File: src/rtl/param_seq_detector_pkg.sv
// Shared constants for the parametrised sequence detector.
//   SEQ_LEN_MIN/MAX : legal pattern-length range
//   CNT_W_MIN/MAX   : legal match-counter width range
//   PAT_11110       : reset pattern, the legacy fixed-detector sequence
package seq_det_pkg;

  localparam int SEQ_LEN_MIN = 2;
  localparam int SEQ_LEN_MAX = 16;
  localparam int CNT_W_MIN   = 4;
  localparam int CNT_W_MAX   = 32;

  localparam logic [4:0] PAT_11110 = 5'b11110;

endpackage

File: src/rtl/param_seq_detector_if.sv
// Bus bundle between a serial bit source and the sequence detector.
//   master : drives din/din_valid/overlap/pat_load/pat_in/count_clr,
//            observes det_out/match_count/pattern
//   slave  : the detector side
interface param_seq_detector_if #(
  parameter int SEQ_LEN = 5,
  parameter int CNT_W   = 16
);
  logic               din;
  logic               din_valid;
  logic               overlap;
  logic               pat_load;
  logic [SEQ_LEN-1:0] pat_in;
  logic               count_clr;
  logic               det_out;
  logic [CNT_W-1:0]   match_count;
  logic [SEQ_LEN-1:0] pattern;

  modport master (
    output din, din_valid, overlap, pat_load, pat_in, count_clr,
    input  det_out, match_count, pattern
  );

  modport slave (
    input  din, din_valid, overlap, pat_load, pat_in, count_clr,
    output det_out, match_count, pattern
  );
endinterface

File: src/rtl/param_seq_detector_sat_counter.sv
// Saturating up-counter with clear.
//   clk, reset : rising-edge clock, synchronous active-low reset
//   clr_i      : clear; with inc_i in the same cycle the result is 1
//   inc_i      : increment, holds at all ones
//   count_o    : current count
module sat_counter #(
  parameter int CNT_W = 16
) (
  input  logic             clk,
  input  logic             reset,
  input  logic             clr_i,
  input  logic             inc_i,
  output logic [CNT_W-1:0] count_o
);
  logic [CNT_W-1:0] count_q, count_d;

  always_comb begin
    count_d = count_q;
    if (clr_i) begin
      // a clear coinciding with an event keeps that event
      count_d = inc_i ? CNT_W'(1) : '0;
    end else if (inc_i && (count_q != '1)) begin
      count_d = count_q + CNT_W'(1);
    end
  end

  always_ff @(posedge clk) begin
    if (!reset) count_q <= '0;
    else        count_q <= count_d;
  end

  assign count_o = count_q;
endmodule

File: src/rtl/param_seq_detector.sv
// Serial pattern detector with runtime-loadable pattern.
//   clk, reset : rising-edge clock, synchronous active-low reset
//   bus        : slave side of param_seq_detector_if (bit stream, mode,
//                pattern load, count clear in; detect pulse, match count,
//                current pattern out)
//
// fill_q      | meaning
// ------------+------------------------------------------------------
// 0..SEQ_LEN-2| still collecting fresh bits, no compare made yet
// SEQ_LEN-1   | history full, every accepted bit is compared
module param_seq_detector
  import seq_det_pkg::*;
#(
  parameter int                 SEQ_LEN     = 5,
  parameter logic [SEQ_LEN-1:0] DEFAULT_PAT = PAT_11110,
  parameter int                 CNT_W       = 16
) (
  input logic                 clk,
  input logic                 reset,
  param_seq_detector_if.slave bus
);
  localparam int FILL_W = $clog2(SEQ_LEN);
  localparam logic [FILL_W-1:0] FILL_FULL = FILL_W'(SEQ_LEN - 1);

  if (SEQ_LEN < SEQ_LEN_MIN || SEQ_LEN > SEQ_LEN_MAX) begin : g_bad_len
    $error("param_seq_detector: SEQ_LEN out of range");
  end
  if (CNT_W < CNT_W_MIN || CNT_W > CNT_W_MAX) begin : g_bad_cnt
    $error("param_seq_detector: CNT_W out of range");
  end

  logic [SEQ_LEN-1:0] pat_q, pat_d;
  logic [SEQ_LEN-2:0] hist_q, hist_d;
  logic [FILL_W-1:0]  fill_q, fill_d;
  logic               det_q, det_d;
  logic [SEQ_LEN-1:0] cand;
  logic               match;
  logic [CNT_W-1:0]   count;

  assign cand  = {hist_q, bus.din};
  assign match = bus.din_valid && !bus.pat_load &&
                 (fill_q == FILL_FULL) && (cand == pat_q);

  always_comb begin
    pat_d  = pat_q;
    hist_d = hist_q;
    fill_d = fill_q;
    det_d  = 1'b0;
    if (bus.pat_load) begin
      // a bit arriving with a load is dropped: it belongs to the old pattern
      pat_d  = bus.pat_in;
      hist_d = '0;
      fill_d = '0;
    end else if (bus.din_valid) begin
      hist_d = cand[SEQ_LEN-2:0];
      det_d  = match;
      if (match)                  fill_d = bus.overlap ? FILL_FULL : '0;
      else if (fill_q != FILL_FULL) fill_d = fill_q + FILL_W'(1);
    end
  end

  always_ff @(posedge clk) begin
    if (!reset) begin
      pat_q  <= DEFAULT_PAT;
      hist_q <= '0;
      fill_q <= '0;
      det_q  <= 1'b0;
    end else begin
      pat_q  <= pat_d;
      hist_q <= hist_d;
      fill_q <= fill_d;
      det_q  <= det_d;
    end
  end

  sat_counter #(.CNT_W(CNT_W)) u_match_cnt (
    .clk     (clk),
    .reset   (reset),
    .clr_i   (bus.count_clr),
    .inc_i   (match),
    .count_o (count)
  );

  assign bus.det_out     = det_q;
  assign bus.match_count = count;
  assign bus.pattern     = pat_q;
endmodule

File: src/flat_wrapper.sv
// flat-port wrapper written by rule: the top's interface ports become plain ports
module param_seq_detector_flat import seq_det_pkg::*;
#(
  parameter int                 SEQ_LEN     = 5,
  parameter logic [SEQ_LEN-1:0] DEFAULT_PAT = PAT_11110,
  parameter int                 CNT_W       = 16
)
  (clk, reset, bus_din, bus_din_valid, bus_overlap, bus_pat_load, bus_pat_in, bus_count_clr, bus_det_out, bus_match_count, bus_pattern);
  param_seq_detector_if #(.SEQ_LEN(SEQ_LEN), .CNT_W(CNT_W)) bus_i ();
  input logic clk;
  input logic reset;
  input wire logic [$bits(bus_i.din)-1:0] bus_din;
  input wire logic [$bits(bus_i.din_valid)-1:0] bus_din_valid;
  input wire logic [$bits(bus_i.overlap)-1:0] bus_overlap;
  input wire logic [$bits(bus_i.pat_load)-1:0] bus_pat_load;
  input wire logic [$bits(bus_i.pat_in)-1:0] bus_pat_in;
  input wire logic [$bits(bus_i.count_clr)-1:0] bus_count_clr;
  output wire logic [$bits(bus_i.det_out)-1:0] bus_det_out;
  output wire logic [$bits(bus_i.match_count)-1:0] bus_match_count;
  output wire logic [$bits(bus_i.pattern)-1:0] bus_pattern;
  assign bus_i.din = bus_din;
  assign bus_i.din_valid = bus_din_valid;
  assign bus_i.overlap = bus_overlap;
  assign bus_i.pat_load = bus_pat_load;
  assign bus_i.pat_in = bus_pat_in;
  assign bus_i.count_clr = bus_count_clr;
  assign bus_det_out = bus_i.det_out;
  assign bus_match_count = bus_i.match_count;
  assign bus_pattern = bus_i.pattern;
  param_seq_detector #(.SEQ_LEN(SEQ_LEN), .DEFAULT_PAT(DEFAULT_PAT), .CNT_W(CNT_W)) u_core (.clk(clk), .reset(reset), .bus(bus_i));
endmodule
File: config.mk
export PLATFORM = sky130hd
export DESIGN_NAME = param_seq_detector_flat
export DESIGN_NICKNAME = d
export VERILOG_FILES = /design/src/rtl/param_seq_detector_pkg.sv /design/src/rtl/param_seq_detector_if.sv /design/src/rtl/param_seq_detector_sat_counter.sv /design/src/rtl/param_seq_detector.sv /design/src/flat_wrapper.sv
export SDC_FILE = /design/constraint.sdc
export NUM_CORES = 1
export LEC_CHECK = 0
export BUFFER_PORTS_ARGS = -buffer_cell sky130_fd_sc_hd__buf_2
export CORE_ASPECT_RATIO = 0.8
export CORE_MARGIN = 4
export CORE_UTILIZATION = 52
export DETAILED_ROUTE_END_ITERATION = 10
export MAX_ROUTING_LAYER = met4
export PLACE_DENSITY = 0.78
export SLEW_MARGIN = 10
export SYNTH_ARGS = -nofsm -noshare
export SYNTH_HDL_FRONTEND = slang
export SYNTH_SLANG_ARGS = --single-unit
File: constraint.sdc
create_clock -name clk -period 2.04 [get_ports clk]
set_input_delay 0.102 -clock clk [delete_from_list [all_inputs] [get_ports clk]]
set_output_delay 0.102 -clock clk [all_outputs]
set_load 0.02 [all_outputs]
==> qor.yml <==
status: "complete, no violations"
cp_slowest_cell: "or4_1"
wirelength_mm: 3.528
first_global_vias: 1296
viasPerCell: 5.789
grt_antenna_before_repair: 0
cts_buffers: 5
io_pins: 34
fin_util_pct: 71.18
grt_max_degree: 14
pre_cts_ws_ns: 0.01139
peakVddDrop_uv: 365.9
vias: 1372
synth.distinct_cells: 34
drt_pre_antenna_iters: 7
fin_cells: 237
yosys.cell_count.top_type: "dfxtp_1"
ys_ff_latch: 29
p_per_area_nw_per_um2: 565.1
dp_hpwl_mm: 2.532
drive_above_1_share_pct: 27.36
hold_slack_ns: 0.01986
crit_required_ns: 2.30
area_growth_pct: 25.88
worstPathArrival_ns: 2.16
hold_path_class: "primary input to register"
gp_congestion: 0.8342
route.antenna.remaining_nets: 0
grt_setup_unrepaired: "no"
setup_tns_ns: 0
drv_cap: 0
synth_fp_nets: 171
slew_violations: 0
std_cell_rows: 16
slowest_delay_ns: 0.50
fin_nets: 216
syn_area_sq_um: 1426
cts_buffer_depth: 2
ctsRootBufferMaster: "clkbuf_4"
synthFlopType: "dfxtp_1"
synth_area_leaders: "dfxtp_1 41%, mux2i_1 7.7%, o31ai_1 4.2%"
fmax_ghz: 0.5255
syn_inst: 156
drc: 0
critPathBufInv: 1
cts_tree: "done"
power.total_mw: 1.015
wl_per_cell_um: 14.89
overflow: 0
cp_top_family: "simple AND/OR/NAND/NOR gates"
critical_path_class: "register to register"
slew_headroom_pct: 67.99
hold_violations: 0
placed_cell_area_sq_um: 1640
clk_latency_ns: 0.32
avgSynthCellArea_sq_um: 9.143
cts.sinks: 29
cts_max_level: 2
cp-end-kind: "register"
n_antenna_cell: 0
start_util_pct: 56.55
synthArstFlopShare_pct: 0
skew_ns: 0.002420
place_inst: 223
yosysWarningCount: 0
die_area_sq_um: 3650
finalInstanceArea_sq_um: 1795
yosysTopAreaCellShare_pct: 40.70
crit_fanout: 13
ys_top_cells_by_count: "29 x dfxtp_1, 15 x nand2_1, 11 x a21oi_1, 11 x mux2i_1, 8 x o31ai_1"
path_clk_slew_ns: 0.08
path_cells: "ha_1 > nand4_1 > nor4_4 > nand4b_1 > buf_4 > or4_1 > a21oi_1"
layout_min_cycle_time_ns: 1.903
coreArea_sq_um: 2522
yosysTopAreaCell: "dfxtp_1"
n_fill_cell: 221
setup_ws_ns: 0.1372
die_w_um: 66.56
finalCritPeriodShare_pct: 93.27
die_y_um: 54.85
start_kind: "register"
grt_pass1_wl_mm: 5.747
grtUsageTotal_pct: 22.07
setup_viol: 0
r2r_setup_slack_ns: 0.14
synth-edff-count: 0
drt_iter0_drc: 122
cellLeakagePower_nw: 0.7915
worstMarginPinSlew_ns: 0.4791
port_buffers: 33
ys_seq_area_share_pct: 40.70
## worst reg2reg max path, cell delays in order, from the launching register on
cell and delay [ns]:
dfxtp_1 0.36, ha_1 0.24, nand4_1 0.15, nor4_4 0.07, nand4b_1 0.17, buf_4 0.20, or4_1 0.50, a21oi_1 0.14
## final timing paths
| path | startpoint | endpoint | cells after the start |
|---|---|---|---|
| worst max-delay path | u_core.u_match_cnt.count_o[0] | u_core.u_match_cnt.count_o[7] | 7 |
| worst max register to register | u_core.u_match_cnt.count_o[0] | u_core.u_match_cnt.count_o[7] | 7 |
| worst min-delay path | bus_pat_in[3] | u_core.bus.pattern[3] | 3 |
| worst min register to register | u_core.u_match_cnt.count_o[9] | u_core.u_match_cnt.count_o[9] | 2 |
## flip-flops by register name, summed over array words and instances (netlist names)
| signal | cells |
|---|---|
| u_core.hist_q | 4 |
| u_core.fill_q | 3 |
| u_core.u_match_cnt.count_o | 16 |
| u_core.bus.pattern | 5 |
| u_core.bus.det_out | 1 |
## layout make-up
type / count / area [sq um] / area share [%]
Timing Repair Buffer: 44 / 257.7 / 14.36
Inverter: 5 / 18.77 / 1.045
Sequential cell: 29 / 581.8 / 32.40
Multi-Input combinational cell: 116 / 837.1 / 46.62
Tap cell: 36 / 45.04 / 2.509
Clock buffer: 7 / 55.05 / 3.066
## routing by layer
layer / vias to the layer above / GRT usage [%] / part of all wire [%]
met2: 59 / 35.03 / 47
met1: 639 / 26.39 / 44
met4: 0 / 10.81 / 1.6
met5: - / - / 0
met3: 7 / 5.544 / 7.2
li1: 667 / - / -
## power breakdown
group / leakage, nW / switching [mW] / total (mW) / internal [mW]
registers: 0.235 / 0.00731 / 0.581 / 0.574
logic: 0.525 / 0.0479 / 0.0833 / 0.0354
clock network: 0.0314 / 0.188 / 0.350 / 0.162
total: 0.792 / 0.243 / 1.01 / 0.771
## kinds of logic after synthesis
logic type | after synthesis | synth area share (%)
compound gates | 32 | 14.74
buf+inv | 11 | 3.158
xor+xnor | 6 | 3.684
mux | 11 | 7.720
fa+ha+maj | 3 | 2.632
flops | 29 | 40.70
simple gates | 64 | 27.37
## timing repair
| action | 4_1_cts | 5_1_grt |
|---|---|---|
| hold buffers | 4 | 0 |
| setup buffers | 1 | 2 |
| hold endpoints to repair | 4 | 0 |
| endpoints found under the setup margin | 2 | 14 |
| gates resized for setup | 4 | 3 |
| pin swaps | 2 | 3 |
## cells in the final DEF (no fill, tap or decap), drive strengths merged, types with 4 or more instances in the layout
| cell | instances |
|---|---|
| buf | 40 |
| dfxtp | 29 |
| nand2 | 16 |
| a21oi | 11 |
| mux2i | 11 |
| o31ai | 8 |
| or4 | 7 |
| nor2 | 7 |
| clkbuf | 7 |
| nand3 | 6 |
| xor2 | 6 |
| inv | 5 |
| nand2b | 5 |
| o21ai | 4 |
| dlygate4sd3 | 4 |
| nor4 | 4 |
(Power assumes the default switching activity.)
